**src/rtl/ysyx_22041461_shift_seq_if.sv**
```systemverilog
// Request/response bus between the EXU and the iterative shift sequencer.
// The EXU side is master; the sequencer side is slave.
interface ysyx_22041461_shift_seq_if;
   logic        in_valid;
   logic        in_ready;
   logic [2:0]  in_op;
   logic [63:0] in_src1;
   logic [63:0] in_src2;
   logic        flush;
   logic        out_valid;
   logic        out_ready;
   logic [63:0] out_result;

   modport master (
      output in_valid, in_op, in_src1, in_src2, flush, out_ready,
      input  in_ready, out_valid, out_result
   );

   modport slave (
      input  in_valid, in_op, in_src1, in_src2, flush, out_ready,
      output in_ready, out_valid, out_result
   );
endinterface

```
**src/rtl/ysyx_22041461_shift_seq.sv**
```systemverilog
// Iterative SLL/SRL/SRA (+W) shifter moving 2**STEP_LOG2 bits per cycle.
// Define SHIFT_SEQ_FAST_EN to finish single-step shifts on the accept edge.
module ysyx_22041461_shift_seq #(
   parameter int unsigned STEP_LOG2 = 3
) (
   input logic                     clk,
   input logic                     rst,
   ysyx_22041461_shift_seq_if.slave bus
);
   localparam logic [5:0] STEP_AMT = 6'(32'd1 << STEP_LOG2);

   typedef enum logic [1:0] {IDLE, SHIFT, DONE} state_t;

   state_t      state, state_next;
   logic [63:0] work;
   logic [5:0]  remaining;
   logic [2:0]  op;
   logic [63:0] result;

   logic        acc_w, acc_legal, acc_fast, acc_direct, accept, last_step;
   logic [5:0]  acc_shamt, step_d;
   logic [63:0] acc_work, step_work;
`ifdef SHIFT_SEQ_FAST_EN
   logic [63:0] acc_fast_work;
`endif

   // kind: 00 logical left, 01 logical right, 10 arithmetic right
   function automatic logic [63:0] shift_by(input logic [63:0] v, input logic [1:0] kind,
                                            input logic [5:0] d);
      case (kind)
         2'b00:   return v << d;
         2'b01:   return v >> d;
         default: return 64'($signed(v) >>> d);
      endcase
   endfunction

   function automatic logic [63:0] fmt(input logic [63:0] v, input logic w);
      return w ? {{32{v[31]}}, v[31:0]} : v;
   endfunction

   always_comb begin
      acc_w     = bus.in_op[2];
      acc_legal = (bus.in_op[1:0] != 2'b11);
      acc_shamt = acc_w ? {1'b0, bus.in_src2[4:0]} : bus.in_src2[5:0];
      acc_work  = bus.in_src1;
      if (acc_w)
         acc_work = (bus.in_op[1:0] == 2'b10) ? {{32{bus.in_src1[31]}}, bus.in_src1[31:0]}
                                               : {32'd0, bus.in_src1[31:0]};
`ifdef SHIFT_SEQ_FAST_EN
      acc_fast      = (acc_shamt <= STEP_AMT);
      acc_fast_work = shift_by(acc_work, bus.in_op[1:0], acc_shamt);
`else
      acc_fast      = 1'b0;
`endif
      acc_direct = !acc_legal || (acc_shamt == 6'd0) || acc_fast;
      accept     = (state == IDLE) && bus.in_valid && !bus.flush;
      step_d     = (remaining > STEP_AMT) ? STEP_AMT : remaining;
      step_work  = shift_by(work, op[1:0], step_d);
      last_step  = (remaining <= STEP_AMT);
   end

   always_ff @(posedge clk or posedge rst) begin
      if (rst) state <= IDLE;
      else     state <= state_next;
   end

   always_comb begin
      state_next = state;
      case (state)
         IDLE:    if (accept) state_next = acc_direct ? DONE : SHIFT;
         SHIFT:   if (bus.flush) state_next = IDLE;
                  else if (last_step) state_next = DONE;
         DONE:    if (bus.flush || bus.out_ready) state_next = IDLE;
         default: state_next = IDLE;
      endcase
   end

   always_comb begin
      bus.in_ready   = (state == IDLE);
      bus.out_valid  = (state == DONE);
      bus.out_result = result;
   end

   always_ff @(posedge clk or posedge rst) begin
      if (rst) begin
         work      <= '0;
         remaining <= '0;
         op        <= '0;
         result    <= '0;
      end else if (accept) begin
         op        <= bus.in_op;
         work      <= acc_work;
         remaining <= acc_shamt;
         // Illegal ops ignore shamt entirely; zero shamt skips SHIFT.
         if (!acc_legal) begin
            result <= '0;
         end else if (acc_shamt == 6'd0) begin
            result <= fmt(acc_work, acc_w);
`ifdef SHIFT_SEQ_FAST_EN
         end else if (acc_fast) begin
            work      <= acc_fast_work;
            remaining <= '0;
            result    <= fmt(acc_fast_work, acc_w);
`endif
         end
      end else if (state == SHIFT && !bus.flush) begin
         work      <= step_work;
         remaining <= remaining - step_d;
         if (last_step) result <= fmt(step_work, op[2]);
      end
   end
endmodule

```
**src/flat_wrapper.sv**
```systemverilog
// flat-port wrapper written by rule: the top's interface ports become plain ports
module ysyx_22041461_shift_seq_flat 
#(
   parameter int unsigned STEP_LOG2 = 3
)
  (clk, rst, bus_in_valid, bus_in_op, bus_in_src1, bus_in_src2, bus_flush, bus_out_ready, bus_in_ready, bus_out_valid, bus_out_result);
  ysyx_22041461_shift_seq_if bus_i ();
  input logic clk;
  input logic rst;
  input wire logic [$bits(bus_i.in_valid)-1:0] bus_in_valid;
  input wire logic [$bits(bus_i.in_op)-1:0] bus_in_op;
  input wire logic [$bits(bus_i.in_src1)-1:0] bus_in_src1;
  input wire logic [$bits(bus_i.in_src2)-1:0] bus_in_src2;
  input wire logic [$bits(bus_i.flush)-1:0] bus_flush;
  input wire logic [$bits(bus_i.out_ready)-1:0] bus_out_ready;
  output wire logic [$bits(bus_i.in_ready)-1:0] bus_in_ready;
  output wire logic [$bits(bus_i.out_valid)-1:0] bus_out_valid;
  output wire logic [$bits(bus_i.out_result)-1:0] bus_out_result;
  assign bus_i.in_valid = bus_in_valid;
  assign bus_i.in_op = bus_in_op;
  assign bus_i.in_src1 = bus_in_src1;
  assign bus_i.in_src2 = bus_in_src2;
  assign bus_i.flush = bus_flush;
  assign bus_i.out_ready = bus_out_ready;
  assign bus_in_ready = bus_i.in_ready;
  assign bus_out_valid = bus_i.out_valid;
  assign bus_out_result = bus_i.out_result;
  ysyx_22041461_shift_seq #(.STEP_LOG2(STEP_LOG2)) u_core (.clk(clk), .rst(rst), .bus(bus_i));
endmodule
```
**config.mk**
```make
export PLATFORM = sky130hd
export DESIGN_NAME = ysyx_22041461_shift_seq_flat
export DESIGN_NICKNAME = d
export VERILOG_FILES = /design/src/rtl/ysyx_22041461_shift_seq_if.sv /design/src/rtl/ysyx_22041461_shift_seq.sv /design/src/flat_wrapper.sv
export SDC_FILE = /design/constraint.sdc
export NUM_CORES = 1
export LEC_CHECK = 0
export CORE_UTILIZATION = 35
export DETAILED_ROUTE_END_ITERATION = 6
export GPL_TIMING_DRIVEN = 1
export PLACE_DENSITY = 0.56
export SLEW_MARGIN = 40
export SYNTH_ARGS = -nofsm -noshare
export SYNTH_HDL_FRONTEND = slang
export SYNTH_SLANG_ARGS = --single-unit
```
**constraint.sdc**
```tcl
create_clock -name clk -period 4.73 [get_ports clk]
set_input_delay 1.1825 -clock clk [delete_from_list [all_inputs] [get_ports clk]]
set_output_delay 1.1825 -clock clk [all_outputs]
set_load 0.1 [all_outputs]
```
# --- After elaboration in Yosys (flattened, before gate mapping) ---
# Cells that the tools add are included.
totals:
  regBits: 139
  latchBits: 0
  mem_bits_rw: 0
  mem_bits_ro: 0
  in_bits: 136
  mem_count: 0
classes:
  n_addsub: 1
  n_mul: 0
  div_mod_pow: 0
  order_cmp: 2
  n_eq_ne: 9
  n_shift: 3
  n_mux: 22
  bitwise: 0
  n_reduce_logical: 14
op_table:
  columns: ["cell", "count"]
  rows:
  - ["$mux W64", 11]
  - ["$pmux W64 S2", 1]
  - ["$shl A64 B6 Y64", 1]
  - ["$shr A64 B6 Y64", 1]
  - ["$sshr A64 B6 Y64", 1]
  - ["$mux W6", 4]
  - ["$mux W2", 5]
  - ["$gt A6 B4 Y1 const B", 1]
  - ["$le A6 B4 Y1 const B", 1]
  - ["$logic_not A6 Y1", 1]
  - ["$pmux W2 S3", 1]
  - ["$reduce_and A3 Y1", 2]
  - ["$sub A6 B6 Y6", 1]
  - ["$eq A2 B1 Y1 const B", 2]
  - ["$eq A2 B2 Y1 const B", 2]
  - ["$logic_not A2 Y1", 2]
  - ["$ne A2 B1 Y1 const B", 2]
  - ["$reduce_bool A2 Y1", 2]
  - ["$logic_and A1 B1 Y1", 3]
  - ["$ne A3 B2 Y1 const B", 1]
  - ["$ne A3 B3 Y1 const B", 1]
  - ["$logic_not A1 Y1", 2]
  - ["$logic_or A1 B1 Y1", 2]
  - ["$ne A2 B2 Y1 const B", 1]

# --- Depth between registers and ports, before layout ---
# Gate-level depths: netlist (run 1).
depth:
  word_depth: 8
  ltp_mapped: 13
  depth_no_buf: 7

# --- Worst setup path before layout (run 1) ---
# No wires, ideal clock.
synth_path:
  kind: "input to register"
  start: "input port bus_flush"
  end: "register u_core.result[11], in the netlist u_core.bus.out_result[11]"
  setup_time_ps: 78
  arrival_ps: 3076
  t_required_ps: 4652
  slack_ps: 1576
  path_stages: 8
  n_path_buf: 4
  path_cell_list: "or4b_2 clkbuf_1 clkbuf_1 a21boi_1 buf_2 buf_2 nor2_1 a21oi_1"
synth_via:
  elab_chain_len: 4
synth_rtl:
  columns: ["element", "line", "source"]
  rows:
  - ["start, declared", "flat_wrapper.sv:14", "input wire logic [$bits(bus_i.flush)-1:0] bus_flush;"]
  - ["$logic_not A1 Y1 (*)", "ysyx_22041461_shift_seq.sv:56, ysyx_22041461_shift_seq.sv:106", null]
  - ["$logic_and A1 B1 Y1 (on tied branches)", "ysyx_22041461_shift_seq.sv:56, ysyx_22041461_shift_seq.sv:106", null]
  - ["$ne A3 B3 Y1 (no line) / $reduce_bool A2 Y1 (equally long branches)", null, null]
  - ["$reduce_and A3 Y1 (no line)", null, null]
  - ["end signal, assigned", "ysyx_22041461_shift_seq.sv:98", "result <= fmt(acc_work, acc_w);"]
  - ["end signal, assigned", "ysyx_22041461_shift_seq.sv:109", "if (last_step) result <= fmt(step_work, op[2]);"]
  - ["end, declared", "ysyx_22041461_shift_seq.sv:18", "logic [63:0] result;"]
# Mark *: on every way between the ends. The rest lies on a longest branch, timed or not.
# A chain may end at the register's enable or synchronous reset.

# --- Worst setup path in the final report (run 1) ---
layout_path:
  start: "register u_core.remaining[3]"
  end: "register u_core.result[53], in the netlist u_core.bus.out_result[53]"
layout_via:
  elab_chain_len: 8
layout_rtl:
  columns: ["element", "line", "source"]
  rows:
  - ["start, declared", "ysyx_22041461_shift_seq.sv:16", "logic [5:0] remaining;"]
  - ["start signal, assigned", "ysyx_22041461_shift_seq.sv:93", "remaining <= acc_shamt;"]
  - ["start signal, assigned", "ysyx_22041461_shift_seq.sv:108", "remaining <= remaining - step_d;"]
  - ["$gt A6 B4 Y1", "ysyx_22041461_shift_seq.sv:57", "step_d = (remaining > STEP_AMT) ? STEP_AMT : remaining;"]
  - ["$mux W6", "ysyx_22041461_shift_seq.sv:57", null]
  - ["$sshr A64 B6 Y64 (tied with other cells)", "ysyx_22041461_shift_seq.sv:33", "default: return 64'($signed(v) >>> d);"]
  - ["$pmux W64 S2", "ysyx_22041461_shift_seq.sv:30", "case (kind)"]
  - ["$mux W64", "ysyx_22041461_shift_seq.sv:38", "return w ? {{32{v[31]}}, v[31:0]} : v;"]
  - ["$mux W64", "ysyx_22041461_shift_seq.sv:109", null]
  - ["$mux W64", "ysyx_22041461_shift_seq.sv:106", "end else if (state == SHIFT && !bus.flush) begin"]
  - ["$mux W64", "ysyx_22041461_shift_seq.sv:90", "end else if (accept) begin"]
# Several ways; a longest one is shown, not always the timed one. The select of a mux whose other input is x is not followed.

==> impl_results.md, run 1 <==
- Area Growth Syn to Fin: 14.8%
- Status: complete, but fails checks
- Layout cells sized above 1: 12.8%
- RSZ-0062 raised after global routing: no
- Final min period: 3710 ps
- Worst setup startpoint: u_core.remaining[3]
- Pins Over Slew Limit: 0
- Dpl hpwl: about 43000 um
- Met3 wire length: approximately 5700 um
- Reg2Reg Setup Slack: between 1000 and 1500 ps
- Placed Cells: 2329
- Slowest CP cell: or4b_2
- Vias in the first global route: around 15000
- FFs w/ async S/R, synth: 100%
- Yosys top cell by area: dfrtp_1
- CTS Buf Count: 17
- Clock tree sinks: roughly 140
- Violated checks: design-rule violations
- Critical Path End Type: register
- R2R Path Start: u_core.remaining[3]
- Syn. warnings: 0
- H-tree depth: 4
- # Max-Cap Violations: 0
- Lkg Pwr: roughly 0.0060 uW
- Router iterations before antenna repair: 7
- Synth Cell Area: 13700 sq um
- Chip Width: ~200 um
- Top-level I/O count: just over 200
- Final worst path period share: a little under 80%
- Die outline height: approximately 200 um
- Net count after synthesis: approximately 2000
- Clock skew: roughly 13 ps
- Initial Utilization: 35.4%
- RePlAce Congestion: between 0.9 and 1
- Synth top area cells: dfrtp_1 25%, mux2i_1 7.7%, a21oi_1 7.0%, nand2_1 5.4%, nor2_1 4.4%
- Total grt overflow: 0
- Post-synth EDFFs: 0
- Crit path launch type: register
- Stages on worst setup path: 7
- Site row count: ~70
- Antenna Cells: 0
- Number of port buffers: around 140
- WL per Instance: ~26 um
- Vias per inst: 6.70
- TNS Setup: 0 ps
- Final wirelength: 62500 um
- R2R depth: 7
- Clk slew on worst S/H paths: 60 ps
- # DRC: 1
- CTS tree: done
- Total Routing Usage GR: 31.2%
- Share of the synthesized area in the top cell type: between 20 and 30%
- Final Hold Viols: 0
- CTS Hold Bufs: 0
- Pin count of the biggest net entering global routing: 100
- Final #Nets: just under 2000
- Non-Filler Instances: around 2400
- Slew HR: 43.5%
- CTS Root Cell: clkbuf_16
- Top Metal Used: met5
- Seq/Total Area, Yosys: roughly 25%
- Post-CTS setup buffers: 0
- Initial antenna violation count: 1
- Critical path class: reg -> reg
- Most frequent cells in the layout: 196 x nand2_1, 191 x a21oi_1, 158 x nor2_1, 136 x dfrtp_1, 115 x o21ai_0
- Worst Tran Pin Value: ~850 ps
- CP Cell Sequence: or4b_2 -> a21o_1 -> o21ai_1 -> nor2_1 -> o32ai_2 -> a31o_1 -> o32a_1
- CP required: slightly above 5000 ps
- Final-report setup violation count: 0
- Clock buffer depth: 2
- Hold WC Path Type: reg -> reg
- Vias: 15800
- Max FO, Critical Path: 18
- RR Endpoint: u_core.bus.out_result[53]
- Clock Latency Late Sink: 460 ps
- Post-Route M1 WL: between 20000 and 30000 um
- Maximum vdd drop: roughly 0.0005 V
- WP data arrival: 4100 ps
- Avg Cell Area, Syn: approximately 7.4 sq um
- Post_cts resized: 0
- Most common cell after layout, fill and taps aside: nand2_1
- Fillcell total: between 4000 and 5000
- Routed Antenna Nets: 0
- First-pass GRT wire length: about 95000 um
- #FFs+latches synth: 139
- Fmax: about 270 MHz
- Critical path's largest stage delay: approximately 930 ps
- Die area: between 30000 and 40000 sq um
- Worst Setup EP: u_core.bus.out_result[53]
- Synth cell types: between 80 and 90
- Met2 wire len: 27500 um
- Buf+Inv Stages, Crit Path: 0
- Crit-path leading delay family: compound AO/OA/AOI/OAI gates
- Pwr/cell area: 930 nW/um^2
- Dominant synthesized flop cell: dfrtp_1
- Post-Syn Instances: 1842
- DRT iter0 DRCs: around 2100
- Area of the core: slightly below 40000 sq um
worst min-delay path by stage:
stage | from | end | slack (ps) | depth (start not counted)
2_1_floorplan | u_core.op[2] | u_core.op[2] | 510 | 2
3_3_place_gp | u_core.bus.out_result[2] | u_core.bus.out_result[2] | 470 | 2
3_5_place_dp | u_core.bus.out_result[1] | u_core.bus.out_result[1] | 470 | 2
4_1_cts | u_core.bus.out_result[1] | u_core.bus.out_result[1] | 490 | 2
5_1_grt | u_core.bus.out_result[1] | u_core.bus.out_result[1] | 510 | 2
6_report | u_core.bus.out_result[1] | u_core.bus.out_result[1] | 480 | 2
through the flow:
stage / hold slack (ps) / instance area, sq um / util, % / setup slack, ps / total power (uW)
6_report: 477 / 15700 / 40.7 / 1020 / 14600
5_1_grt: 510 / 15700 / 40.7 / 882 / 15200
4_1_cts: 486 / 15700 / 40.6 / 1080 / 14300
3_5_place_dp: 470 / 15100 / 39.1 / 757 / 12900
3_3_place_gp: 472 / 15400 / 39.8 / 767 / 13100
2_1_floorplan: 505 / 13700 / - / 1580 / 9920
layout make-up:
type,count,area [sq um],share of cell area (%)
inverters,13,52.6,0.334
well taps,518,648,4.12
clock inverters,10,119,0.756
repair buffers,208,1720,10.9
flip-flops and latches,139,3490,22.2
clock buffers,21,460,2.93
multi-input cells,1453,9230,58.7
routing by layer:
metal  global-route usage [%]  up-vias
li1                         -     6943
met1                     43.3     7721
met2                     46.5      974
met3                     5.90      186
met4                     14.3        2
met5                        0        -
report_power, final:
group	internal (uW)	switching, uW	total (uW)	leakage [uW]
Sequential	1740	1310	3050	0.00167
Clock	800	554	1350	0.000275
Combinational	3110	7100	10200	0.00407
state kept, by name, summed over array words and instances (netlist names):
register               cells
u_core.remaining           6
u_core.bus.out_result     64
u_core.work               64
u_core.state               2
u_core.op                  3
cells by family (layout without fill, tap and decap cells):
| family | Yosys count | in the layout | synth area share, % |
|---|---|---|---|
| fa+ha+maj | 1 | 1 | 0.0914 |
| mux | 136 | 136 | 10.5 |
| flops | 139 | 139 | 25.4 |
| simple gates | 579 | 579 | 19.8 |
| other cells | 1 | 1 | 0.0274 |
| buf+inv | 250 | 252 | 7.75 |
| compound gates | 736 | 736 | 36.4 |
worst register-to-register path, delay by kind of cell (launching register included):
family,cells,cell delay (ps)
flip-flops,1,650
AND/OR/NAND/NOR,2,1020
AO/OA/AOI/OAI,5,1990
cells in the mapped netlist (24+ instances only):
cell type,n
nand2_1,197
a21oi_1,192
nor2_1,161
clkbuf_1,156
dfrtp_1,139
o21ai_0,115
mux2i_1,106
nor3_1,67
buf_2,58
a211oi_1,51
o22ai_1,48
o211ai_1,36
a31oi_1,35
nand3_1,27
mux2_2,26
a22oi_1,25
a221oi_1,24
Power figures use the tool's default switching activity.
==> inputs of run 2 (changes only) <==
Clock period 4.73 ns to 3.11 ns, I/O delays scaled along.
==> run 2 against run 1 <==
  * The run still ends with design-rule violations left
  * Sequential share of layout area fell by 2.4 points
  * Clock power rose by 50%
  * Cell count increased by 8.2%
  * Power up 70%
  * Die area unchanged
  * Maximum frequency grew 20%
  * First-iteration DRC count fell by 11%
  * Flip-flop and latch count stayed put
  * Register-to-register slack got worse by 990 ps
  * Global-route usage increased by 2.3 points
  * Combinational power up 82%
  * Via count rose by 5.4%
  * Largest cell class unchanged
==> impl_results.md, run 2 (synthesis results as in run 1) <==
- Clock skew: 16.8 ps
- Area Growth Syn to Fin: 28.8%
- Slew HR: 47.5%
- Final-report setup violation count: 0
- CP required: about 3500 ps
- CTS Root Cell: clkbuf_16
- Initial Utilization: between 30% and 40%
- Final instance area: 17600 sq um
- Layout cells sized above 1: ~22%
- Final wirelength: between 60000 and 70000 um
- Worst Tran Pin Value: 777 ps
- Clock buffer depth: 2
- Clock Latency Late Sink: ~460 ps
- Most common cell after layout, fill and taps aside: buf_4
- Vias: 16700
- Pins Over Slew Limit: 0
- Critical path class: reg -> reg
- Routed Antenna Nets: 0
- Most frequent cells in the layout: 298 x buf_4, 197 x nand2_1, 190 x a21oi_1, 160 x nor2_1, 136 x dfrtp_1
- Chip Width: 200 um
- Dpl hpwl: between 40000 and 50000 um
- Top-level I/O count: between 200 and 250
- Placed cell areas: between 15000 and 20000 sq um
- Final Hold Viols: 0
- Max FO, Critical Path: 20
- First-pass GRT wire length: 101000 um
- Vias per inst: about 6.5
- Total power: 24900 uW
- Total Routing Usage GR: between 30% and 40%
- Slowest CP cell: a221oi_1
- Clock tree sinks: around 140
- Lkg Pwr: 0.00713 uW
- Die outline height: approximately 200 um
- Initial antenna violation count: 0
- Fmax: around 320 MHz
- Final #Nets: ~2200
- # DRC: 1
- Violated checks: design-rule violations
- Pin count of the biggest net entering global routing: 79
- Crit path launch type: register
- CTS Buf Count: 17
- WL per Instance: between 20 and 30 um
- Area of the core: just under 40000 sq um
- Vias in the first global route: between 15000 and 20000
- H-tree depth: 4
- Final core occ: a little under half
- Site row count: just over 70
- Total grt overflow: 0
- Critical Path End Type: register
- RePlAce Congestion: slightly above 1
- Final min period: 3080 ps
- Final worst path period share: just under 100%
- WP data arrival: about 3400 ps
- CP Cell Sequence: buf_16 -> nor4b_4 -> buf_4 -> clkbuf_16 -> or3_1 -> and2_1 -> a221oi_1 -> buf_4 -> a21oi_1 -> a221o_1
- Crit-path leading delay family: compound AO/OA/AOI/OAI gates
- Pwr/cell area: 1410 nW/um^2
- DRT iter0 DRCs: 1841
- Critical path's largest stage delay: between 500 and 600 ps
- Most used cell, CP: buf_4
- Number of port buffers: roughly 140
- RSZ-0062 raised after global routing: no
- Antenna Cells: 0
- Router iterations before antenna repair: 7
- Setup WS pre-CTS: -66.7 ps
- Final setup margin: 27.2 ps
- Status: complete, but fails checks
- Die area: roughly 40000 sq um
- Clk slew on worst S/H paths: about 70 ps
- # Max-Cap Violations: 0
- Buf+Inv Stages, Crit Path: 4
- Hold WC Path Type: reg -> reg
- CTS tree: done
- Maximum vdd drop: between 0.0007 and 0.0008 V
==> run 2: cell types whose count changed in the layout (fill, tap and decap cells not counted), sizes merged <==
cell	before	now
clkinv	6	5
clkinvlp	4	6
bufbuf	0	1
buf	131	323
==> run 2: worst paths after layout <==
kind | endpoint | startpoint | slack (ps) | cells past startpoint
max reg2reg | u_core.work[50] | u_core.remaining[0] | 30 | 10
max in group asynchronous | u_core.work[12] | rst | 1790 | 3
min | u_core.bus.out_result[1] | u_core.bus.out_result[1] | 490 | 2
min in group asynchronous | u_core.op[2] | rst | 610 | 2
min reg2reg | u_core.bus.out_result[1] | u_core.bus.out_result[1] | 490 | 2
max | u_core.work[50] | u_core.remaining[0] | 30 | 10
==> run 2: tightest hold or removal path, stage by stage, from the launching register on <==
cell     delay [ps]
dfrtp_1         340
nand2_1          50
o21ai_0          60
==> run 2: routing by layer <==
metal / up-vias / routed length [um] / track usage [%]
met2: 1012 / 29100 / 49.8
met4: 0 / 3410 / 16.4
met3: 206 / 6110 / 6.79
li1: 7347 / - / -
met1: 8120 / 28600 / 45.9
met5: - / 0 / 0
==> run 2: area by class of cell <==
cell class | instances | area, sq um
Clock inverter | 11 | 125
Timing Repair Buffer | 403 | 3590
Inverter | 13 | 52.6
Sequential cell | 139 | 3490
Multi-Input combinational cell | 1453 | 9300
Clock buffer | 19 | 443
Tap cell | 518 | 648
Fill cell | 3896 | 21000
==> run 2: timing repair <==
item	CTS	global route
hold buffers	0	0
resized for setup	7	12
endpoints found under the setup margin	23	34
gates cloned	1	2
buffers inserted	0	3
pin swaps	0	1
==> run 2: power by group <==
part           leakage (uW)  total [uW]  internal [uW]  switching, uW
logic               0.00519       18600           6650          11900
clock network      0.000263        2030           1190            840
registers           0.00167        4280           2660           1620
total               0.00713       24900          10500          14400
==> run 2: through the flow <==
| step | hold WS [ps] | cells | setup TNS (ps) |
|---|---|---|---|
| 6_report | 488 | 2556 | 0 |
| 5_1_grt | 517 | 2556 | 0 |
| 4_1_cts | 491 | 2551 | 0 |
| 3_5_place_dp | 477 | 2520 | -1060 |
| 3_3_place_gp | 473 | 2520 | -1040 |
| 2_1_floorplan | 505 | 1842 | 0 |
